## config.mk

```make
export PLATFORM = sky130hd
export DESIGN_NAME = pipe_stage_skid_reg
export DESIGN_NICKNAME = d
export VERILOG_FILES = /design/src/rtl/pipe_stage_skid_reg.sv
export SDC_FILE = /design/constraint.sdc
export NUM_CORES = 1
export LEC_CHECK = 0
export CAP_MARGIN = 5
export CORE_MARGIN = 2
export CORE_UTILIZATION = 35
export CTS_CLUSTER_SIZE = 25
export DETAILED_ROUTE_END_ITERATION = 8
export SYNTH_ARGS = -nofsm -noshare
export SYNTH_HDL_FRONTEND = slang
export SYNTH_SLANG_ARGS = --single-unit
export TNS_END_PERCENT = 10
```

## constraint.sdc

```tcl
create_clock -name Clk -period 2.7 [get_ports Clk]
set_input_delay 0.27 -clock Clk [delete_from_list [all_inputs] [get_ports Clk]]
set_output_delay 0.27 -clock Clk [all_outputs]
set_load 0.03 [all_outputs]
```

## src/rtl/pipe_stage_skid_reg.sv

```systemverilog
// pipe_stage_skid_reg: elastic pipeline-stage register with a 2-entry skid.
//
// The main entry (M) drives oData/oCtrl. The skid entry (S) catches the word
// accepted in the cycle the downstream stalls. Because oInReady is a register,
// downstream back-pressure never reaches upstream through combinational logic.
// Stall, flush and bubble insertion are supported. oCtrl is forced to zero
// whenever the stage is empty, so an empty stage never asserts side effects.
//
// Optional feature macro: PIPE_STAGE_PERF_EN
//   defined   -> oStallCnt port plus a saturating stall counter
//   undefined -> no oStallCnt port and no counter logic
module pipe_stage_skid_reg #(
  parameter int DATA_W = 32,
  parameter int CTRL_W = 8,
  parameter int CNT_W  = 16
) (
  input  logic              Clk,
  input  logic              Reset,
  input  logic              Flush,
  input  logic              InValid,
  output logic              oInReady,
  input  logic [DATA_W-1:0] InData,
  input  logic [CTRL_W-1:0] InCtrl,
  output logic              oValid,
  input  logic              OutReady,
  output logic [DATA_W-1:0] oData,
  output logic [CTRL_W-1:0] oCtrl
`ifdef PIPE_STAGE_PERF_EN
  ,
  output logic [CNT_W-1:0]  oStallCnt
`endif
);

  // Elaboration-time sanity check on the widths.
  if (DATA_W < 1 || CTRL_W < 1 || CNT_W < 1) begin : g_bad_width
    $error("pipe_stage_skid_reg: DATA_W, CTRL_W and CNT_W must all be >= 1");
  end

  typedef enum logic [1:0] {
    EMPTY = 2'd0,
    ONE   = 2'd1,
    FULL  = 2'd2
  } state_t;

  state_t            state;
  logic [DATA_W-1:0] s_data;
  logic [CTRL_W-1:0] s_ctrl;
  logic              accept;
  logic              emit;

  // Both outputs are registers, so these handshakes only read flops.
  assign accept = InValid & oInReady;
  assign emit   = oValid & OutReady;

  // Stage FSM. Outputs are registered, with priority Reset > Flush > handshake.
  always_ff @(posedge Clk) begin
    if (Reset) begin
      state    <= EMPTY;
      oValid   <= 1'b0;
      oInReady <= 1'b1;
      oData    <= '0;
      oCtrl    <= '0;
      s_data   <= '0;
      s_ctrl   <= '0;
    end else if (Flush) begin
      // Squash everything held. An accept in this cycle is dropped.
      state    <= EMPTY;
      oValid   <= 1'b0;
      oInReady <= 1'b1;
      oData    <= '0;
      oCtrl    <= '0;
      s_data   <= '0;
      s_ctrl   <= '0;
    end else begin
      unique case (state)
        EMPTY: begin
          if (accept) begin
            state  <= ONE;
            oValid <= 1'b1;
            oData  <= InData;
            oCtrl  <= InCtrl;
          end
        end
        ONE: begin
          if (accept && emit) begin
            // Pass-through: replace M in place, which keeps full throughput.
            oData <= InData;
            oCtrl <= InCtrl;
          end else if (accept) begin
            // Downstream stalled: park the new word in the skid entry.
            state    <= FULL;
            oInReady <= 1'b0;
            s_data   <= InData;
            s_ctrl   <= InCtrl;
          end else if (emit) begin
            // Drained. Insert a bubble: control is zeroed, data is left as is.
            state  <= EMPTY;
            oValid <= 1'b0;
            oCtrl  <= '0;
          end
        end
        FULL: begin
          if (emit) begin
            state    <= ONE;
            oInReady <= 1'b1;
            oData    <= s_data;
            oCtrl    <= s_ctrl;
          end
        end
        default: begin
          state    <= EMPTY;
          oValid   <= 1'b0;
          oInReady <= 1'b1;
          oCtrl    <= '0;
        end
      endcase
    end
  end

`ifdef PIPE_STAGE_PERF_EN
  // Stall counter: counts cycles where output is held and saturates.
  // Only Reset clears it, so a Flush leaves the count in place.
  always_ff @(posedge Clk) begin
    if (Reset) begin
      oStallCnt <= '0;
    end else if (oValid && !OutReady && (oStallCnt != {CNT_W{1'b1}})) begin
      oStallCnt <= oStallCnt + 1'b1;
    end
  end
`endif

endmodule
```

After elaboration in Yosys (flattened, before gate mapping). Index checks and enable logic that the tools add are counted.

Bitwise operators: 5. Equality and inequality tests: 12. Muxes and demuxes: 25. Reduce and logical (&&, ||, !) cells: 10.

Operators with widths (count): two-way mux 32 bit (3); one-hot mux 32 bit (3 select lines) (1); two-way mux 8 bit (5); one-hot mux 8 bit (3 select lines) (1); AND reduction 4 bit (4); != test 2 bit (second input constant) (7); two-way mux 2 bit (5); != test 3 bit (second input constant) (3); two-way mux 1 bit (7); one-hot mux 1 bit (3 select lines) (2); one-hot mux 2 bit (3 select lines) (1); AND reduction 5 bit (1); inverter 1 bit (3); AND reduction 3 bit (1); nonzero test 3 bit (1); AND 1 bit (2); equality test 2 x 1 -> 1 bit (second input constant) (1); equality test 2 bit (second input constant) (1); logical NOT 2 bit (1); OR reduction 2 bit (1); logical AND 1 bit (1).

Bits in registers: 84. Output and inout port bits: 42.

Depth between registers and ports, before layout. Gate-level depths: netlist of the first run.

Word-level depth: 5. Depth in mapped cells: 8. Gate-level depth less buffers: 4.

Least setup slack after synthesis of the first run. Ideal clock, no wire load.

Kind: reg2reg. From: reg oInReady. To: reg oData[0]. Cell stages (with the launch flop): 7. Path slack: 1026 ps. Data required time: 2619 ps. Arrival: 1592 ps. Path buffers: 2. Cell sequence: dfxtp_1 buf_2 nand3_2 nor2_4 buf_1 nor3_1 a211oi_2.

Word-level cells in the longest chain between the ends: 4.

RTL lines: start, declared (line 21) `output logic oInReady,`; start signal, assigned (line 60) `oInReady <= 1'b1;`; start signal, assigned (line 69) `oInReady <= 1'b1;`; start signal, assigned (line 92) `oInReady <= 1'b0;`; AND 1 bit (*) (line 52) `assign accept = InValid & oInReady;`; logical AND 1 bit (line 85) `if (accept && emit) begin`; != test 2 bit (no line); AND reduction 4 bit (no line) (*); end signal, assigned (line 80) `oData <= InData;`; end signal, assigned (line 87) `oData <= InData;`; end signal, assigned (line 106) `oData <= s_data;`; end, declared (line 26) `output logic [DATA_W-1:0] oData,`.

Every way passes the cells marked *; elsewhere a longest branch is shown, timed or not. A chain may end at the register's enable or synchronous reset.

Worst setup path in the final report of the first run.
From: reg state[1]. To: reg oData[11].

Word-level cells in the longest chain between the ends: 3.

RTL lines: start, declared (line 45) `state_t state;`; start signal, assigned (line 58) `state <= EMPTY;`; start signal, assigned (line 67) `state <= EMPTY;`; start signal, assigned (line 78) `state <= ONE;`; equality test 2 x 1 -> 1 bit, or another cell as far along (line 75) `unique case (state)`; != test 2 bit (no line) or nonzero test 3 bit (tied branches); AND reduction 4 bit (no line).

Parallel ways exist; a longest one is shown, timed or not.

==> results of run 1 <==
## power groups by stage
| stage | logic (mW) | clock network [mW] | registers [mW] |
|---|---|---|---|
| final | 0.445 | 0.877 | 1.30 |
| after global routing | 0.482 | 0.970 | 1.31 |
| after CTS | 0.450 | 0.902 | 1.30 |
| after detailed placement | 0.449 | 0 | 1.33 |
| after global placement | 0.442 | 0 | 1.33 |
| after floorplan | 0.220 | 0 | 1.38 |
## metal layers
metal	share of wire, %	track usage, %	wire length [um]
met5	0	0	0
met1	47	22.1	4380
met3	4.3	3.19	403
met4	1.3	5.77	120
met2	47	26.4	4360
## cell families (layout without fill, tap and decap cells)
group                  after synthesis  after routing
flip-flops                          84             84
buffers and inverters               49            118
AO/OA/AOI/OAI                      107            107
multiplexers                        40             40
AND/OR/NAND/NOR                    142            142
## sequential cells by signal, indices dropped and copies added (netlist names)
name,cells
s_data,32
oValid,1
state,2
s_ctrl,8
oInReady,1
oData,32
oCtrl,8
## cell usage in the layout, fill, tap and decap left out, types with 5 or more instances in the layout
cell                              Yosys  final
sky130_fd_sc_hd__a211oi_2            30     30
sky130_fd_sc_hd__a21oi_1             52     52
sky130_fd_sc_hd__buf_4                3      5
sky130_fd_sc_hd__clkbuf_8             0     12
sky130_fd_sc_hd__clkdlybuf4s50_1      0     86
sky130_fd_sc_hd__dfxtp_1             84     84
sky130_fd_sc_hd__inv_1                8      8
sky130_fd_sc_hd__mux2i_1             40     40
sky130_fd_sc_hd__nand2_1             90     90
sky130_fd_sc_hd__nor3_1              32     32
sky130_fd_sc_hd__o21ai_0              9      9
sky130_fd_sc_hd__o32ai_1              8      8
## worst max-delay path: cells and delay by family, from the launching register on
family                 cells  cell delay, ns
DFF                        1            0.51
buffers and inverters      1            0.27
and+or+nand+nor            3            0.92
AOI/OAI and AO/OA          1            0.32
## how the worst max path moves through the flow
stage / endpoint / depth (start not counted) / slack [ns] / startpoint
5_1_grt: oData[11] / 5 / 0.43 / state[1]
6_report: oData[11] / 5 / 0.57 / state[1]
3_5_place_dp: oData[11] / 5 / 0.25 / OutReady
2_1_floorplan: oData[0] / 6 / 1.03 / oInReady
3_3_place_gp: oData[12] / 5 / 0.31 / OutReady
4_1_cts: oData[11] / 5 / 0.57 / state[1]
## final cells by class
class | count | area share, %
Clock buffer | 12 | 3.36
Timing Repair Buffer | 94 | 19.5
Tap cell | 136 | 3.46
Inverter | 8 | 0.611
Clock inverter | 4 | 0.636
Multi-Input combinational cell | 289 | 38.2
Sequential cell | 84 | 34.2
## metrics by stage
stage / util [%] / total power, mW / hold slack, ns
finish: 47.2 / 2.62 / 0.455
global route: 47.2 / 2.76 / 0.471
CTS: 47.2 / 2.66 / 0.458
detailed placement: 45.3 / 1.78 / 0.446
global placement: 45.3 / 1.77 / 0.441
floorplan: - / 1.60 / 0.391
==> metrics.cfg, run 1 <==
[place]
placedInstanceArea_mm2 = 0.00472
global_placement_routability_congestion = 0.801
dp_hpwl_um = 5940
buffers_added_on_ports = 86
cell_count_after_placement = 611
preCtsSetupSlack_ns = 0.251

[finish]
layout-drive-gt1-share_pct = 13.0
finalNonFillerCells = 627
insertedDiodeCount = 0
layout.filler_cells = 1009
final_nets = 531
multi_input_comb_area_mm2 = 0.00188
final-seq-area_mm2 = 0.00168
areaGrowthSynthToFinish_pct = 29.6
design_area_mm2 = 0.00491

[yosys]
edff_count_synth = 0
yosys-top-cells-count = sky130_fd_sc_hd__nand2_1 (90), sky130_fd_sc_hd__dfxtp_1 (84), sky130_fd_sc_hd__a21oi_1 (52), sky130_fd_sc_hd__mux2i_1 (40), sky130_fd_sc_hd__nor3_1 (32)
synth_most_common_cell = sky130_fd_sc_hd__nand2_1
synth.top_cells.by_area = sky130_fd_sc_hd__dfxtp_1 (44%), sky130_fd_sc_hd__mux2i_1 (11%), sky130_fd_sc_hd__a211oi_2 (9.9%), sky130_fd_sc_hd__nand2_1 (8.9%), sky130_fd_sc_hd__a21oi_1 (6.9%)
synth.cell_area_mm2 = 0.00379
yosys.area_share.simple_pct = 16.9
yosysSeqAreaShare_pct = 44.4
ys_ff_latch = 84
syn-instance-count = 422
net_count_after_synthesis = 467
post_synth_adder_cell_area_pct = 0
postSynth.asyncResetShare_pct = 0
avgSynthCellArea_um2 = 8.98
synth_flop_type = sky130_fd_sc_hd__dfxtp_1
post_synth_mux_area_share_pct = 10.6
synth_compound_gate_area_share_pct = 21.6
synth.top_cell.area_share_pct = 44.4
cell_type_with_the_largest_total_area_after_synthesis = sky130_fd_sc_hd__dfxtp_1
yosys.area_share.xor_xnor_pct = 0
synth.lib_cells_used.distinct = 32
synth_top_family_by_area = compound AO/OA/AOI/OAI gates
synth-warning-count = 0

[cts]
clock_latency_on_the_worst_skew_pair_ns = 0.35
tritoncts = built
cts.reportedPaths.clkPinSlew_ns = 0.08
cts.sinks = 84
ctsHtreeMaxLevel = 3
clock-root-buffer = sky130_fd_sc_hd__clkbuf_8
postCtsHoldBufs = 0
cts_repair_resize_count = 0
total_cts_buffers = 9
cts_max_path_buffers = 2
cts_post_setup_buffers_inserted = 0

[setup_path]
crit-reg2reg-launch = state[1]
cp_data_arrival_time_ns = 2.39
worstPathMaxFanout = 32
timing.critical_path.slowest_cell_delay_ns = 0.66
worst_r2r_endpoint = oData[11]
rrSetupSlack_ns = 0.57
cp-end-kind = flip-flop
critical_path_required_ns = 2.96
critPathSlowestCell = sky130_fd_sc_hd__or2_2
crit_chain = buf_4 > nand2b_4 > nor2_4 > or2_2 > a211oi_1
critical_path_class = reg -> reg
timing.reg2reg.worst_path_depth = 5
start_kind = flip-flop

[global_routing]
grt_first_pass_wirelength_um = 15100
antenna_found_initial = 0
globalRouteTotalUtil_pct = 16.5
first_global_vias = 3038
largest_net_degree_at_the_start_of_global_routing = 43
gr-total-overflow = 0

[detailed_routing]
total_detailed_routing_wirelength_um = 9270
detail-route-antenna-nets = 0
detail_route.wl_per_cell_um = 14.8
drt_first_pass_iters = 6
initialDrtViolationCount = 149
routed-via-count = 3140
number_of_design_rule_violations_left_after_detail_routing = 0
drt-vias-per-instance = 5.01

[pwr]
relative_contribution_of_sequential_cells_to_total_power_pct = 49.6
power_density_mw_per_mm2 = 534
power_report.internal_total_mw = 1.88
ir_worst_vdd_mv = 0.225
clock_power_share_pct = 33.4
switching_part_of_the_total_pct = 28.4
cellLeakagePower_nw = 1.81
combinationalPowerShare_pct = 17.0
power.net_switching_mw = 0.745

[worst_hold_path]
min_delay_worst_type = reg -> reg
whs_path_depth = 2
holdPathEnd = s_data[12]
min_from = s_data[12]

[timing]
tns_ns = 0
layout_worst_path_cycle_share_pct = 78.8
transition_time_of_the_tightest_slew_check_pin_ns = 0.972
timing.final.ws_setup_ns = 0.573
achievable-frequency_mhz = 470
setup-violations-final = 0
layout_skew_ns = 0.0100
rsz0062_at_grt = false
slew-limit-headroom_pct = 35.2
final_max_slew_viol_count = 0
fin_crit_ns = 2.13
finalHoldViolCount = 0

[run]
timing.max_cap.violations = 0

[die]
floorplan.die.height_um = 108
std_cell_rows = 37
fp.dieArea_mm2 = 0.0117
core_region_area_mm2 = 0.0104
top_level_ports = 87
starting_density_of_the_core_pct = 36.4
die_x_um = 108

[status]
outcome = finished clean

Power figures use the tool's default switching activity.
==> inputs of run 2 (changes only) <==
==> constraint.sdc (replaced) <==
create_clock -name Clk -period 2 [get_ports Clk]
set_input_delay 0.2 -clock Clk [delete_from_list [all_inputs] [get_ports Clk]]
set_output_delay 0.2 -clock Clk [all_outputs]
set_load 0.03 [all_outputs]
==> run 2 against run 1 <==
First-iteration DRC count is 30% lower. Worst setup slack worse by 0.43 ns. Die area stayed put. Sequential power is 35% higher. Count of clock-buffer cells in the layout is 1 higher. Combinational power is 41% higher. Total power is 38% higher. Global-route usage is 0.40 points higher. Sequential share of layout area is 0.70 points lower. Via count is 3.7% higher. Critical path depth is 4 lower. Critical path type is now reg -> out. Critical endpoint is now oValid.
==> metrics.cfg, run 2 (synthesis results as in run 1) <==
[status]
outcome = finished clean

[timing]
tns_ns = 0
fin_crit_ns = 1.85
timing.final.ws_setup_ns = 0.145
setup-violations-final = 0
slew-limit-headroom_pct = 67.9
layout_skew_ns = 0.0137
rsz0062_at_grt = false
layout_worst_path_cycle_share_pct = 92.7
finalHoldViolCount = 0
achievable-frequency_mhz = 539
final_max_slew_viol_count = 0
transition_time_of_the_tightest_slew_check_pin_ns = 0.482

[cts]
clock-root-buffer = sky130_fd_sc_hd__clkbuf_8
clock_latency_on_the_worst_skew_pair_ns = 0.35
cts_post_setup_buffers_inserted = 0
cts.reportedPaths.clkPinSlew_ns = 0.08
tritoncts = built
total_cts_buffers = 9
cts.sinks = 84
postCtsHoldBufs = 0
ctsHtreeMaxLevel = 3
cts_repair_resize_count = 0
cts_max_path_buffers = 2

[pwr]
clock_power_share_pct = 34.3
power_density_mw_per_mm2 = 723
ir_worst_vdd_mv = 0.346
power.net_switching_mw = 0.983
power_report.internal_total_mw = 2.64
combinationalPowerShare_pct = 17.3
cellLeakagePower_nw = 1.88
relative_contribution_of_sequential_cells_to_total_power_pct = 48.4
switching_part_of_the_total_pct = 27.1

[finish]
final-seq-area_mm2 = 0.00168
areaGrowthSynthToFinish_pct = 32.3
layout-drive-gt1-share_pct = 14.5
insertedDiodeCount = 0
final_nets = 542
multi_input_comb_area_mm2 = 0.00188
mostFrequentLayoutCells = sky130_fd_sc_hd__nand2_1 (90), sky130_fd_sc_hd__clkdlybuf4s50_1 (86), sky130_fd_sc_hd__dfxtp_1 (84)
layout.filler_cells = 1000
leading_cell_type_in_the_layout_fill_and_taps_excluded = sky130_fd_sc_hd__nand2_1
largest_registers = oData (32), s_data (32)

[place]
global_placement_routability_congestion = 0.726
dp_hpwl_um = 6310
preCtsSetupSlack_ns = 0.0787
buffers_added_on_ports = 86

[setup_path]
rrSetupSlack_ns = 0.37
worst_r2r_endpoint = oData[19]
start_kind = flip-flop
critical_path.top_delay_family = buffers and inverters
critical_path_depth = 1
cp-end-kind = output pin
crit-reg2reg-launch = oValid
worstPathMaxFanout = 9
cp_data_arrival_time_ns = 1.65
critical_path_required_ns = 1.80
worstPathBufferInverterCount = 1
critical_path_class = reg -> out
crit_chain = clkdlybuf4s50_1
critPathSlowestCell = sky130_fd_sc_hd__clkdlybuf4s50_1
timing.reg2reg.worst_path_depth = 5
timing.critical_path.slowest_cell_delay_ns = 0.75

[global_routing]
grt_first_pass_wirelength_um = 15600
first_global_vias = 3105
antenna_found_initial = 0
largest_net_degree_at_the_start_of_global_routing = 43
gr-total-overflow = 0
globalRouteTotalUtil_pct = 16.9

[detailed_routing]
drt-vias-per-instance = 5.11
initialDrtViolationCount = 104
detail_route.wl_per_cell_um = 15.0
detail-route-antenna-nets = 0
drt_first_pass_iters = 4
total_detailed_routing_wirelength_um = 9550
routed-via-count = 3257
number_of_design_rule_violations_left_after_detail_routing = 0

[die]
std_cell_rows = 37
starting_density_of_the_core_pct = 36.4
top_level_ports = 87
fp.dieArea_mm2 = 0.0117
die_x_um = 108
floorplan.die.height_um = 108
core_region_area_mm2 = 0.0104

[worst_hold_path]
whs_path_depth = 3
min_delay_worst_type = in -> reg
holdPathEnd = s_data[27]
min_from = InData[27]

[run]
timing.max_cap.violations = 0

-- run 2: cell count changes in the layout (fill, tap and decap cells not counted) --
cell / delta
sky130_fd_sc_hd__buf_12: +1
sky130_fd_sc_hd__buf_4: +10
sky130_fd_sc_hd__bufinv_16: +1
sky130_fd_sc_hd__clkbuf_1: +2
sky130_fd_sc_hd__clkbuf_8: -1
sky130_fd_sc_hd__clkinvlp_4: -1
sky130_fd_sc_hd__inv_6: -1
-- run 2: layout make-up --
| class | instances | area share, % |
|---|---|---|
| flip-flops and latches | 84 | 33.5 |
| repair buffers | 105 | 21.0 |
| well taps | 136 | 3.39 |
| multi-input cells | 289 | 37.4 |
| inverters | 8 | 0.599 |
| clock inverters | 3 | 0.898 |
| clock buffers | 13 | 3.17 |
-- run 2: how the worst max path moves through the flow --
stage | startpoint | endpoint | slack, ns
after floorplan | oInReady | oData[0] | 0.33
after global placement | InValid | s_data[27] | 0.11
after detailed placement | InValid | s_data[20] | 0.08
after CTS | oValid | oValid | 0.13
after global routing | oValid | oValid | 0.04
final | oValid | oValid | 0.15
-- run 2: routing by layer --
layer / GRT usage (%) / part of all wire, %
met5: 0 / 0
met4: 6.32 / 1.4
met3: 2.95 / 4.6
met2: 26.5 / 47
met1: 23.2 / 47
-- run 2: power by group through the flow --
stage / sequential (mW) / clock, mW / combinational (mW)
after floorplan: 1.87 / 0 / 0.297
after global placement: 1.79 / 0 / 0.622
after detailed placement: 1.80 / 0 / 0.632
after CTS: 1.76 / 1.29 / 0.635
after global routing: 1.76 / 1.36 / 0.677
final: 1.76 / 1.24 / 0.628
-- run 2: tightest hold or removal path, stage by stage --
cell,delay [ns]
sky130_fd_sc_hd__clkdlybuf4s50_1,0.41
sky130_fd_sc_hd__nand2_1,0.06
sky130_fd_sc_hd__a21oi_1,0.05
-- run 2: through the flow --
step                      std cells  util [%]  hold WS (ns)  area, um2  power (mW)
after floorplan                 422         -         0.321       3790        2.16
after global placement          622      46.2         0.440       4810        2.42
after detailed placement        622      46.2         0.446       4810        2.43
after CTS                       638      48.2         0.403       5020        3.68
after global routing            638      48.2         0.422       5020        3.80
final                           638      48.2         0.416       5020        3.63
